==> config.mk <==
export PLATFORM = sky130hd
export DESIGN_NAME = cdb_arbiter
export DESIGN_NICKNAME = d
export VERILOG_FILES = /design/src/rtl/cdb_arbiter.sv
export SDC_FILE = /design/constraint.sdc
export NUM_CORES = 1
export LEC_CHECK = 0
export ABC_AREA = 1
export BUFFER_PORTS_ARGS = -buffer_cell sky130_fd_sc_hd__buf_2
export CAP_MARGIN = 20
export CORE_MARGIN = 2
export CORE_UTILIZATION = 60
export DETAILED_ROUTE_END_ITERATION = 8
export GPL_ROUTABILITY_DRIVEN = 1
export GPL_TIMING_DRIVEN = 0
export HOLD_SLACK_MARGIN = 0.06
export PLACE_DENSITY = 0.8
export SLEW_MARGIN = 20
export SYNTH_ARGS = -nofsm -noshare
export SYNTH_HDL_FRONTEND = slang
export SYNTH_SLANG_ARGS = --single-unit
==> constraint.sdc <==
create_clock -name in_clk -period 8.1 [get_ports in_clk]
set_clock_uncertainty 0.2 [all_clocks]
set_input_delay 0 -clock in_clk [delete_from_list [all_inputs] [get_ports in_clk]]
set_output_delay 0 -clock in_clk [all_outputs]
set_load 0.02 [all_outputs]
==> src/rtl/cdb_arbiter.sv <==
// Common data bus arbiter: two producer result FIFOs (ALU, LSB) drained round-robin
// onto a single registered CDB broadcast consumed by the RS, ROB and LSB.

module cdb_result_fifo #(
    parameter int DATA_W = 32,
    parameter int ROB_W  = 4,
    parameter int DEPTH  = 4
) (
    input  logic              clk,
    input  logic              rst_n,
    input  logic              advance,
    input  logic              flush,
    input  logic              push,
    input  logic [ROB_W-1:0]  push_dest,
    input  logic [DATA_W-1:0] push_result,
    input  logic              pop,
    output logic              empty,
    output logic              full,
    output logic [ROB_W-1:0]  head_dest,
    output logic [DATA_W-1:0] head_result,
    output logic              drop
);

    localparam int PTR_W = $clog2(DEPTH);
    localparam int CNT_W = PTR_W + 1;

    logic [ROB_W-1:0]  dest_mem   [DEPTH];
    logic [DATA_W-1:0] result_mem [DEPTH];
    logic [PTR_W-1:0]  rd_ptr;
    logic [PTR_W-1:0]  wr_ptr;
    logic [CNT_W-1:0]  count;
    logic              push_valid;
    logic              accept;

    // A full FIFO still takes a push when its head leaves in the same cycle.
    assign full        = (count == CNT_W'(DEPTH));
    assign empty       = (count == '0);
    assign push_valid  = push && (push_dest != '0);
    assign accept      = advance && push_valid && (!full || pop);
    assign drop        = advance && push_valid && full && !pop;
    assign head_dest   = dest_mem[rd_ptr];
    assign head_result = result_mem[rd_ptr];

    always_ff @(posedge clk or negedge rst_n) begin
        if (!rst_n) begin
            rd_ptr <= '0;
            wr_ptr <= '0;
            count  <= '0;
        end else if (flush) begin
            rd_ptr <= '0;
            wr_ptr <= '0;
            count  <= '0;
        end else if (advance) begin
            if (accept) begin
                wr_ptr <= wr_ptr + PTR_W'(1);
            end
            if (pop) begin
                rd_ptr <= rd_ptr + PTR_W'(1);
            end
            count <= count + CNT_W'(accept) - CNT_W'(pop);
        end
    end

    always_ff @(posedge clk) begin
        if (accept) begin
            dest_mem[wr_ptr]   <= push_dest;
            result_mem[wr_ptr] <= push_result;
        end
    end

endmodule

module cdb_arbiter #(
    parameter int DATA_W = 32,
    parameter int ROB_W  = 4,
    parameter int DEPTH  = 4
) (
    input  logic              in_clk,
    input  logic              in_rst_n,
    input  logic              in_rdy,
    input  logic              in_flush,
    input  logic              in_alu_enable,
    input  logic [ROB_W-1:0]  in_alu_dest,
    input  logic [DATA_W-1:0] in_alu_result,
    output logic              out_alu_full,
    input  logic              in_lsb_enable,
    input  logic [ROB_W-1:0]  in_lsb_dest,
    input  logic [DATA_W-1:0] in_lsb_result,
    output logic              out_lsb_full,
    output logic              out_cdb_enable,
    output logic [ROB_W-1:0]  out_cdb_reorder,
    output logic [DATA_W-1:0] out_cdb_result,
    output logic              out_cdb_src,
    output logic              out_drop_err
);

    typedef enum logic {
        GRANT_ALU = 1'b0,
        GRANT_LSB = 1'b1
    } grant_t;

    grant_t            last_grant;
    grant_t            last_grant_next;
    logic              advance;
    logic              grant_alu;
    logic              grant_lsb;
    logic              alu_empty;
    logic              lsb_empty;
    logic              alu_drop;
    logic              lsb_drop;
    logic [ROB_W-1:0]  alu_head_dest;
    logic [ROB_W-1:0]  lsb_head_dest;
    logic [DATA_W-1:0] alu_head_result;
    logic [DATA_W-1:0] lsb_head_result;

    assign advance = in_rdy && !in_flush;

    cdb_result_fifo #(.DATA_W(DATA_W), .ROB_W(ROB_W), .DEPTH(DEPTH)) alu_fifo (
        .clk         (in_clk),
        .rst_n       (in_rst_n),
        .advance     (advance),
        .flush       (in_flush),
        .push        (in_alu_enable),
        .push_dest   (in_alu_dest),
        .push_result (in_alu_result),
        .pop         (grant_alu),
        .empty       (alu_empty),
        .full        (out_alu_full),
        .head_dest   (alu_head_dest),
        .head_result (alu_head_result),
        .drop        (alu_drop)
    );

    cdb_result_fifo #(.DATA_W(DATA_W), .ROB_W(ROB_W), .DEPTH(DEPTH)) lsb_fifo (
        .clk         (in_clk),
        .rst_n       (in_rst_n),
        .advance     (advance),
        .flush       (in_flush),
        .push        (in_lsb_enable),
        .push_dest   (in_lsb_dest),
        .push_result (in_lsb_result),
        .pop         (grant_lsb),
        .empty       (lsb_empty),
        .full        (out_lsb_full),
        .head_dest   (lsb_head_dest),
        .head_result (lsb_head_result),
        .drop        (lsb_drop)
    );

    always_ff @(posedge in_clk or negedge in_rst_n) begin
        if (!in_rst_n) begin
            last_grant <= GRANT_LSB;
        end else begin
            last_grant <= last_grant_next;
        end
    end

    // Round-robin only matters when both heads compete; the loser of last time wins.
    always_comb begin
        grant_alu       = 1'b0;
        grant_lsb       = 1'b0;
        last_grant_next = last_grant;
        if (in_flush) begin
            last_grant_next = GRANT_LSB;
        end else if (in_rdy) begin
            if (!alu_empty && (lsb_empty || last_grant == GRANT_LSB)) begin
                grant_alu       = 1'b1;
                last_grant_next = GRANT_ALU;
            end else if (!lsb_empty) begin
                grant_lsb       = 1'b1;
                last_grant_next = GRANT_LSB;
            end
        end
    end

    always_ff @(posedge in_clk or negedge in_rst_n) begin
        if (!in_rst_n) begin
            out_cdb_enable  <= 1'b0;
            out_cdb_reorder <= '0;
            out_cdb_result  <= '0;
            out_cdb_src     <= 1'b0;
            out_drop_err    <= 1'b0;
        end else if (in_flush) begin
            out_cdb_enable <= 1'b0;
        end else if (in_rdy) begin
            out_cdb_enable <= grant_alu || grant_lsb;
            out_drop_err   <= out_drop_err || alu_drop || lsb_drop;
            if (grant_alu) begin
                out_cdb_reorder <= alu_head_dest;
                out_cdb_result  <= alu_head_result;
                out_cdb_src     <= 1'b0;
            end else if (grant_lsb) begin
                out_cdb_reorder <= lsb_head_dest;
                out_cdb_result  <= lsb_head_result;
                out_cdb_src     <= 1'b1;
            end
        end
    end

endmodule
== Word level (Yosys, flattened, before mapping) ==
Memory sizes are Yosys's and may differ from the RTL's.
Cells that the tools add are included.

* Bits in registers: 54
* Output and inout bits: 41
* RAM bits: 288
* Bits of input ports: 78
* Memories kept: 4
* Logic and storage cells: 109

* Add/sub/neg operators: 8
* Mux-type cells: 39
* Reduce and logical (&&, ||, !) cells: 42
* Bitwise operators: 1
* Eq/ne operators: 3

{| class="wikitable"
|+ Memories
! memory !! words !! width !! read ports !! clocked after memory_dff !! wr ports !! line !! RTL
|-
| alu_fifo.result_mem || 4 || 32 || 1 || 0 || 1 || 28 || <nowiki>logic [DATA_W-1:0] result_mem [DEPTH];</nowiki>
|-
| lsb_fifo.result_mem || 4 || 32 || 1 || 0 || 1 || 28 ||
|-
| alu_fifo.dest_mem || 4 || 4 || 1 || 0 || 1 || 27 || <nowiki>logic [ROB_W-1:0] dest_mem [DEPTH];</nowiki>
|-
| lsb_fifo.dest_mem || 4 || 4 || 1 || 0 || 1 || 27 ||
|}

{| class="wikitable"
|+ Operators with widths
! operator !! number
|-
| 32-bit 2-to-1 mux || 2
|-
| 2-bit 2-to-1 mux || 12
|-
| 1-bit 2-to-1 mux || 19
|-
| 2-bit nonzero test || 7
|-
| 1-bit logical AND || 12
|-
| 3-bit 2-to-1 mux || 4
|-
| 2-bit AND reduction || 6
|-
| 2-bit by 1-bit adder with 2-bit output (second input constant) || 4
|-
| 4-bit 2-to-1 mux || 2
|-
| 4-bit nonzero test || 2
|-
| 3-bit by 1-bit adder with 3-bit output || 2
|-
| 3-bit == test (second input constant) || 2
|-
| 1-bit zero test || 6
|-
| 3-bit zero test || 2
|-
| 1-bit logical OR || 6
|-
| 3-bit by 1-bit subtractor with 3-bit output || 2
|-
| 3-bit by 2-bit != test with 1-bit output (second input constant) || 1
|-
| 3-bit AND reduction || 1
|-
| 1-bit NOT || 1
|}

== Logic depth before layout (Yosys ltp) ==
Gate-level depths: netlist (run 1).

* Depth after elaboration: 12
* Gate-level depth with buffers: 15
* Mapped depth without buffers: 14

== Cells and area by module ==
A second synthesis (run 1) with hierarchy kept.

* Cell total of the unflattened synthesis: 1182
* Area total of the unflattened synthesis: 14197.4 um^2

{| class="wikitable"
|+ By module, submodules not included
! module !! area each (um^2) !! cells each !! sequential area each (um^2) !! instances
|-
| cdb_result_fifo || 5878.1 || 418 || 4499.3 || 2
|-
| cdb_arbiter || 2441.1 || 346 || 1002.2 || 1
|}

== Least setup slack after synthesis (run 1) ==
No wires, ideal clock.

* Kind: register to register
* From: register alu_fifo.count[1]
* To: memory lsb_fifo.dest_mem[0][0], enable pin
* Cell stages (with the launch flop): 8
* Data required time: 7471 ps
* Arrival: 2593 ps
* Path slack: 4878 ps
* Path through: dfrtp_1 -> inv_2 -> nand3_2 -> nand2_4 -> nand3_2 -> nand2_1 -> nand2_2 -> nor2_1

* Word-level cells in the longest chain between the ends: 10

{| class="wikitable"
|+ RTL lines
! element !! line !! RTL
|-
| from (decl) || 31 || <nowiki>logic [CNT_W-1:0] count;</nowiki>
|-
| from (signal assigned) || 60 || <nowiki>count <= count + CNT_W'(accept) - CNT_W'(pop);</nowiki>
|-
| 3-bit zero test || 37 || <nowiki>assign empty = (count == '0);</nowiki>
|-
| 1-bit zero test || 166 || <nowiki>if (!alu_empty && (lsb_empty || last_grant == GRANT_LSB)) begin</nowiki>
|-
| 1-bit logical AND || 166 ||
|-
| 1-bit 2-to-1 mux || 166 ||
|-
| 1-bit 2-to-1 mux || 165 || <nowiki>end else if (in_rdy) begin</nowiki>
|-
| 1-bit 2-to-1 mux || 163 || <nowiki>if (in_flush) begin</nowiki>
|-
| 1-bit logical OR || 39 || <nowiki>assign accept = advance && push_valid && (!full || pop);</nowiki>
|-
| 1-bit logical AND || 39 ||
|-
| 1-bit 2-to-1 mux || 65 || <nowiki>if (accept) begin</nowiki>
|-
| 1-bit 2-to-1 mux (not written as such) || 66 || <nowiki>dest_mem[wr_ptr] <= push_dest;</nowiki>
|-
| to (decl) || 27 ||
|}

Every way passes these cells.

== Worst setup path in the final report (run 1) ==
* From: register lsb_fifo.count[1]
* To: register alu_fifo.count[2]

* Word-level cells in the longest chain between the ends: 12

{| class="wikitable"
|+ RTL lines
! element !! line !! RTL
|-
| from (decl) || 31 ||
|-
| from (signal assigned) || 60 ||
|-
| 3-bit zero test (*) || 37 ||
|-
| 1-bit logical OR (*) || 166 ||
|-
| 1-bit logical AND (*) || 166 ||
|-
| 1-bit 2-to-1 mux (*) || 166 ||
|-
| 1-bit 2-to-1 mux (*) || 165 ||
|-
| 1-bit 2-to-1 mux (*) || 163 ||
|-
| 1-bit logical OR || 39 ||
|-
| 1-bit logical AND || 39 ||
|-
| 3-bit by 1-bit adder with 3-bit output || 60 ||
|-
| 3-bit by 1-bit subtractor with 3-bit output (*) || 60 ||
|-
| 3-bit 2-to-1 mux (*) || 53 || <nowiki>end else if (advance) begin</nowiki>
|-
| 3-bit 2-to-1 mux (*) || 49 || <nowiki>end else if (flush) begin</nowiki>
|}

Every way passes the cells marked *; elsewhere a longest branch is shown, timed or not. The select of a mux whose other input is x is not followed.
A chain may end at the register's enable or synchronous reset.

==> results of run 1 <==
==> cell usage in the layout, fill, tap and decap left out, types with 8 or more instances in the layout <==
master / n
nor2_1: 121
nor2_4: 9
clkbuf_1: 34
nand2_1: 309
edfxtp_1: 288
inv_1: 28
nand3_2: 32
ha_1: 12
o21ai_0: 81
clkinv_1: 9
buf_16: 8
dfrtp_1: 53
o211ai_2: 30
buf_2: 141
clkbuf_16: 37
dlygate4sd3_1: 128
nand3_1: 87
==> worst max path at each step <==
stage | startpoint | endpoint | slack, ps | depth (start not counted)
2_1_floorplan | alu_fifo.count[1] | lsb_fifo.dest_mem[0][0] | 4880 | 7
3_3_place_gp | alu_fifo.count[1] | lsb_fifo.result_mem[3][18] | 3650 | 7
3_5_place_dp | lsb_fifo.count[1] | alu_fifo.count[2] | 5240 | 15
4_1_cts | lsb_fifo.count[1] | alu_fifo.count[2] | 5230 | 15
5_1_grt | lsb_fifo.count[1] | alu_fifo.count[2] | 4980 | 15
6_report | lsb_fifo.count[1] | alu_fifo.count[2] | 5180 | 15
==> layer usage <==
layer / global-route usage / vias up / wire length, um
met3: 0.04681 / 77 / 2786
li1: - / 4596 / -
met2: 0.4843 / 488 / 17180
met5: 0 / - / 0
met4: 0.1160 / 0 / 1196
met1: 0.3836 / 4854 / 13790
==> worst max-delay path, cell delays in order, from the launching register on <==
cell and delay [ps]:
dfrtp_1 460, nor2_2 180, nand2_2 90, nand2_4 90, nand3_4 120, inv_2 90
buf_2 200, ha_1 260, inv_1 60, ha_1 120, inv_1 50, fa_1 400
a21oi_1 150, o21ai_0 110, o21ai_0 160, a21oi_1 60
==> cells by family (layout without fill, tap and decap cells) <==
| group | after synthesis | after routing | synth area share |
|---|---|---|---|
| AO/OA/AOI/OAI | 125 | 125 | 0.06194 |
| XOR/XNOR | 2 | 2 | 0.001243 |
| adder cells (fa/ha/maj) | 14 | 14 | 0.01349 |
| buffers and inverters | 100 | 418 | 0.03700 |
| flip-flops | 342 | 342 | 0.7093 |
| other | 0 | 2 | 0 |
| AND/OR/NAND/NOR | 568 | 568 | 0.1770 |
==> area by class of cell <==
cell class,count,area (um^2)
Sequential cell,342,10000
Fill cell,1430,5517
Multi-Input combinational cell,709,3637
Timing Repair Buffer,256,2135
Clock buffer,51,998.5
Tap cell,319,399.1
Buffer,63,380.4
Inverter,37,141.4
Clock inverter,11,48.80
Antenna cell,2,5.005
==> stage by stage <==
stage,setup slack (ps),std cells,area [um^2]
finish,5185,1790,17750
global route,4979,1790,17750
CTS,5235,1788,17740
detailed placement,5239,1597,15380
global placement,3646,1588,15090
floorplan,4878,1151,14100
==> state kept, by name, indices dropped and copies added (netlist names) <==
register and count:
alu_fifo.count 3, alu_fifo.dest_mem 16, alu_fifo.rd_ptr 2, alu_fifo.result_mem 128, alu_fifo.wr_ptr 2, last_grant 1
lsb_fifo.count 3, lsb_fifo.dest_mem 16, lsb_fifo.rd_ptr 2, lsb_fifo.result_mem 128, lsb_fifo.wr_ptr 2, out_cdb_enable 1
out_cdb_reorder 4, out_cdb_result 32, out_cdb_src 1, out_drop_err 1
==> power groups by stage <==
stage          logic [uW]  clock network, uW  registers [uW]
6_report              671               1480            2110
4_1_cts               663               1490            2110
2_1_floorplan         246                  0            2240
3_3_place_gp          576                  0            2140
3_5_place_dp          607                  0            2140
5_1_grt               727               1560            2120
==> impl_metrics.csv, run 1 <==
group,metric,value,unit
timing,rsz0062_at_grt,"false",
floorplan,die_h,157.3,um
critical_path,crit_arrival,3110,ps
yosys,synth.largest_area_cell,"edfxtp_1",
pwr,seq_power_share,0.495,
cells_and_area,fin_util,0.7629,
cts,clkSinkCount,342,
floorplan,core_area,23260,um^2
cells_and_area,syn2layout_area_growth,25.86,%
timing,min_period,2915,ps
yosys,synth_cell_types,35,
pwr,swShare,0.2672,
cts,clk_latency,510,ps
yosys,seq_area_frac_synth,0.7093,
cts,path_clk_slew,60,ps
yosys,async_reset_ff_frac,0.1579,
pwr,pwr-share-clk,0.347,
yosys,netlist_instances,1151,
cts,htree_levels,2,
status,outcome,"finished clean",
critical_path,path_class,"reg -> reg",
critical_path,start_kind,"flip-flop",
yosys,yosysMostFrequentCell,"nand2_1",
pwr,peakVddDrop,0.1650,mV
yosys,syn_area,14100,um^2
grt,gr-total-overflow,0,
timing,relSlewSlack,0.5622,
pwr,p_total,4268,uW
cts,numCtsBuffers,35,
yosys,synthTopCellsByCount,"nand2_1, edfxtp_1, nor2_1",
timing,hold_viol_final,0,
cells_and_area,drive_above_1_share,0.2001,
placed_design,place_hpwl,21810,um
yosys,synth.area.top_cells,"edfxtp_1, dfrtp_1, nand2_1",
detailed_routing,num_vias,10020,
detailed_routing,viasPerCell,5.595,
timing,drv_slew,0,
cells_and_area,nets,1536,
floorplan,io_pins,119,
min_path,whs_path_depth,2,
timing,setup_viol,0,
pwr,power_frac_comb,0.157,
critical_path,crit_path_end_kind,"flip-flop",
grt,grt_pass1_vias,10030,
yosys,synth_warnings,0,
min_path,holdCritPathClass,"in -> reg",
pwr,switchingPower,1140,uW
detailed_routing,drt_first_pass_iters,5,
cts,holdBufCountCts,129,
placed_design,io_buffers,118,
yosys,syn_nets,1243,
cts,cts_root_buffer,"clkbuf_16",
cts,cts_tree,"built",
critical_path,r2r-start,"lsb_fifo.count[1]",
yosys,syn_area_per_cell,12.25,um^2
critical_path,cp_max_fo,10,
floorplan,die_w,157.3,um
timing,whs,64.77,ps
yosys,synth_top_area_share,0.6134,
detailed_routing,drc,0,
pwr,p_leak,0.006887,uW
floorplan,rows,56,
floorplan,initial_core_util,0.6061,
detailed_routing,wl_per_cell,19.52,um
grt,grtUsageTotal,0.2896,
grt,grt_pass1_wl,53600,um
critical_path,cp_data_required_time,8290,ps
placed_design,gp_congestion,0.8732,
yosys,synth_edf_count,288,
cts,clock_path_buffers,3,
grt,grt_max_degree,54,
timing,fmax,343.0,MHz
timing,period_share,0.3599,
grt,antenna_found_initial,2,
cts,cts_resized,0,
yosys,synth-seq-cells,342,
critical_path,r2r_slack,5180,ps
pwr,p_int,3127,uW
critical_path,rr_worst_depth,15,
detailed_routing,drt-total-wl,34950,um
timing,fin_tns_setup,0,ps
detailed_routing,ant_nets,0,
min_path,holdPathEnd,"lsb_fifo.dest_mem[2][0]",
detailed_routing,drtIter0Drc,1039,
floorplan,dieArea,24740,um^2
pwr,power_density,240.5,nW/um^2
critical_path,r2r_end,"alu_fifo.count[2]",
min_path,min-delay-start,"in_lsb_dest[0]",
job,cap_violations,0,
cts,post-cts-setup-buffer-count,0,
timing,tightest_slew,655.1,ps
yosys,ys.flop_type,"edfxtp_1",
Note: power is estimated with default switching activity, not from simulation.
==> run 2, diff against run 1 <==
--- a/config.mk
+++ b/config.mk
@@ -5,16 +5,16 @@
 export SDC_FILE = /design/constraint.sdc
 export NUM_CORES = 1
 export LEC_CHECK = 0
-export ABC_AREA = 1
+export ABC_AREA = 0
 export BUFFER_PORTS_ARGS = -buffer_cell sky130_fd_sc_hd__buf_2
 export CAP_MARGIN = 20
 export CORE_MARGIN = 2
-export CORE_UTILIZATION = 60
+export CORE_UTILIZATION = 59
 export DETAILED_ROUTE_END_ITERATION = 8
 export GPL_ROUTABILITY_DRIVEN = 1
 export GPL_TIMING_DRIVEN = 0
 export HOLD_SLACK_MARGIN = 0.06
-export PLACE_DENSITY = 0.8
+export PLACE_DENSITY = 0.79
 export SLEW_MARGIN = 20
 export SYNTH_ARGS = -nofsm -noshare
 export SYNTH_HDL_FRONTEND = slang
==> constraint.sdc (replaced) <==
create_clock -name in_clk -period 3 [get_ports in_clk]
set_clock_uncertainty 0.2 [all_clocks]
set_input_delay 0 -clock in_clk [delete_from_list [all_inputs] [get_ports in_clk]]
set_output_delay 0 -clock in_clk [all_outputs]
set_load 0.02 [all_outputs]
==> run 2 against run 1 <==
  * The flow now finishes with violations (setup timing)
  * Via count shrank 24%
  * Sequential power grew to 2.7 times the previous value
  * Synthesized cell count shrank 43%
  * Wire length shrank 9.7%
  * Flip-flop and latch count is the same
  * Total power grew to 2.8 times the previous value
  * Critical path depth shrank 1
  * Fmax shrank 4.4%
  * Sequential share of layout area grew 2.2 points
  * Core utilization grew 1.7 points
  * Largest cell class unchanged
  * Largest power group unchanged
==> impl_metrics.csv, run 2 <==
group,metric,value,unit
yosys,yosysMostFrequentCell,"edfxtp_1",
yosys,synth.area.top_cells,"edfxtp_1, mux4_2, dfrtp_1",
cts,path_clk_slew,70,ps
timing,relSlewSlack,0.4752,
critical_path,path_class,"reg -> reg",
detailed_routing,drc,0,
cells_and_area,layout.cells.most_common,"edfxtp_1",
floorplan,core_area,21890,um^2
grt,grt_pass1_vias,7983,
yosys,synth-seq-cells,342,
yosys,synth_warnings,0,
critical_path,crit_arrival,3230,ps
placed_design,pre_cts_slack,-175.3,ps
critical_path,cp_slowest_cell,"dfrtp_2",
yosys,ys.flop_type,"edfxtp_1",
yosys,synthTopCellsByCount,"edfxtp_1, mux4_2, dfrtp_1",
placed_design,gp_congestion,0.7685,
timing,fin_tns_setup,-47.97,ps
floorplan,io_pins,119,
status,failed_checks,"setup timing",
pwr,power_density,689.8,nW/um^2
cells_and_area,drive_above_1_share,0.3148,
yosys,syn_area,13230,um^2
cts,clkSinkCount,342,
yosys,syn_nets,745,
grt,gr-total-overflow,0,
yosys,async_reset_ff_frac,0.1579,
floorplan,die_h,153.7,um
floorplan,initial_core_util,0.6044,
critical_path,cp_data_required_time,3180,ps
detailed_routing,drtIter0Drc,657,
pwr,p_total,11780,uW
cts,cts_root_buffer,"clkbuf_16",
cells_and_area,stdcell_area,17070,um^2
detailed_routing,num_vias,7636,
critical_path,start_kind,"flip-flop",
pwr,p_leak,0.006370,uW
status,outcome,"complete, but fails checks",
yosys,synth_edf_count,288,
cts,cts_tree,"built",
yosys,synth_cell_types,40,
placed_design,io_buffers,117,
critical_path,r2r_slack,-50,ps
detailed_routing,drt-total-wl,31570,um
timing,tightest_slew,787.1,ps
placed_design,place_hpwl,17460,um
cells_and_area,nets,1057,
critical_path,crit_path_end_kind,"flip-flop",
timing,drv_slew,0,
min_path,whs_path_depth,2,
detailed_routing,wl_per_cell,24.82,um
cts,clk_latency,510,ps
critical_path,r2r_end,"alu_fifo.count[2]",
pwr,peakVddDrop,0.5003,mV
min_path,holdCritPathClass,"in -> reg",
grt,grt_max_degree,54,
yosys,syn_area_per_cell,20.26,um^2
grt,grtUsageTotal,0.2611,
yosys,synth_top_area_share,0.6537,
timing,period_share,1.016,
cells_and_area,largestRegisters,"alu_fifo.result_mem: 128 flops, lsb_fifo.result_mem: 128 flops, out_cdb_result: 32 flops",
floorplan,rows,54,
critical_path,cp_max_fo,6,
min_path,min-delay-start,"in_lsb_result[13]",
placed_design,dpl_cell_area,14340,um^2
floorplan,dieArea,23640,um^2
yosys,seq_area_frac_synth,0.7559,
yosys,synth.largest_area_cell,"edfxtp_1",
critical_path,r2r-start,"alu_fifo.count[1]",
grt,antenna_found_initial,1,
cells_and_area,syn2layout_area_growth,29.03,%
cts,numCtsBuffers,34,
detailed_routing,ant_nets,0,
grt,grt_pass1_wl,46030,um
timing,whs,56.88,ps
timing,setup_viol,1,
timing,min_period,3048,ps
timing,hold_viol_final,0,
cts,htree_levels,2,
detailed_routing,drt_first_pass_iters,5,
detailed_routing,viasPerCell,6.003,
floorplan,die_w,153.7,um
critical_path,max_stage_delay,420,ps
timing,fmax,328.1,MHz
timing,postLayoutSetupSlackWorst,-47.97,ps
critical_path,cp_cell_sequence,"or3_1, buf_6, o211ai_4, buf_12, inv_2, ha_4, inv_1, ha_2, inv_1, fa_2, xor2_1, nand2_1, xor2_1, nor2_1",
cts,clock_path_buffers,3,
yosys,netlist_instances,653,
min_path,holdPathEnd,"lsb_fifo.result_mem[1][13]",
cells_and_area,final_cell_mix,"edfxtp_1, dlygate4sd3_1, buf_2, mux4_2, dfrtp_1",
job,cap_violations,0,
critical_path,rr_worst_depth,14,
run 2: cell count changes in the layout (fill, tap and decap cells not counted), sizes merged, moves of 8 or more:
| cell | delta |
|---|---|
| mux2i | +42 |
| and2 | +8 |
| a21oi | +34 |
| o21ai | -81 |
| clkbuf | -17 |
| nand2 | -312 |
| o211ai | -34 |
| nand3 | -116 |
| nor2 | -81 |
| inv | -23 |
| mux4 | +72 |
run 2: worst max path at each step:
stage	start	end
2_1_floorplan	alu_fifo.count[2]	alu_fifo.count[2]
4_1_cts	alu_fifo.count[0]	alu_fifo.count[2]
6_report	alu_fifo.count[1]	alu_fifo.count[2]
3_3_place_gp	alu_fifo.count[1]	lsb_fifo.result_mem[1][24]
3_5_place_dp	alu_fifo.count[1]	alu_fifo.count[2]
5_1_grt	alu_fifo.count[1]	alu_fifo.count[2]
run 2: critical path, delay by kind of cell, from the launching register on:
family / cells / cell delay [ps]
compound gates: 1 / 110
xor+xnor: 2 / 420
fa+ha+maj: 3 / 700
buf+inv: 5 / 470
flops: 1 / 420
simple gates: 3 / 580
run 2: per-layer routing:
layer | up-vias | track usage | wire length, um
met2 | 412 | 0.4580 | 16580
li1 | 3220 | - | -
met1 | 3915 | 0.3355 | 11780
met4 | 0 | 0.08213 | 956
met3 | 89 | 0.04820 | 2260
met5 | - | 0 | 0
run 2: final cells by class:
cell class                 count  area (um^2)
buffer                        32        195.2
clock buffer                  47         1003
clock inverter                15        183.9
sequential                   342        10000
multi-input combinational    264         3017
tap                          280        350.3
timing repair buffer         277         2265
fill                        1163         4820
inverter                      14        52.55
antenna                        1        2.502
run 2: cells by family after synthesis:
logic type / after synthesis / share of synthesized area
multiplexers: 116 / 0.1560
XOR/XNOR: 8 / 0.005296
adder cells (fa/ha/maj): 14 / 0.01437
AO/OA/AOI/OAI: 48 / 0.02137
buffers and inverters: 47 / 0.01958
AND/OR/NAND/NOR: 78 / 0.02743
flip-flops: 342 / 0.7559
run 2: report_power, final:
group | switching [uW] | total [uW] | internal [uW]
sequential | 196 | 5670 | 5480
combinational | 956 | 1640 | 685
clock | 1770 | 4460 | 2700
run 2: per-stage QoR:
stage / util / std cells
after floorplan: - / 653
after global placement: 0.6471 / 1050
after detailed placement: 0.6550 / 1058
after CTS: 0.7724 / 1258
after global routing: 0.7798 / 1272
final: 0.7798 / 1272
run 2: timing repair:
action	4_1_cts	5_1_grt
pin swaps	0	4
setup buffers	4	11
endpoints found under the hold margin	360	8
gates resized for setup	2	9
endpoints found under the setup margin	2	4
hold buffers	135	2
gates cloned	0	1
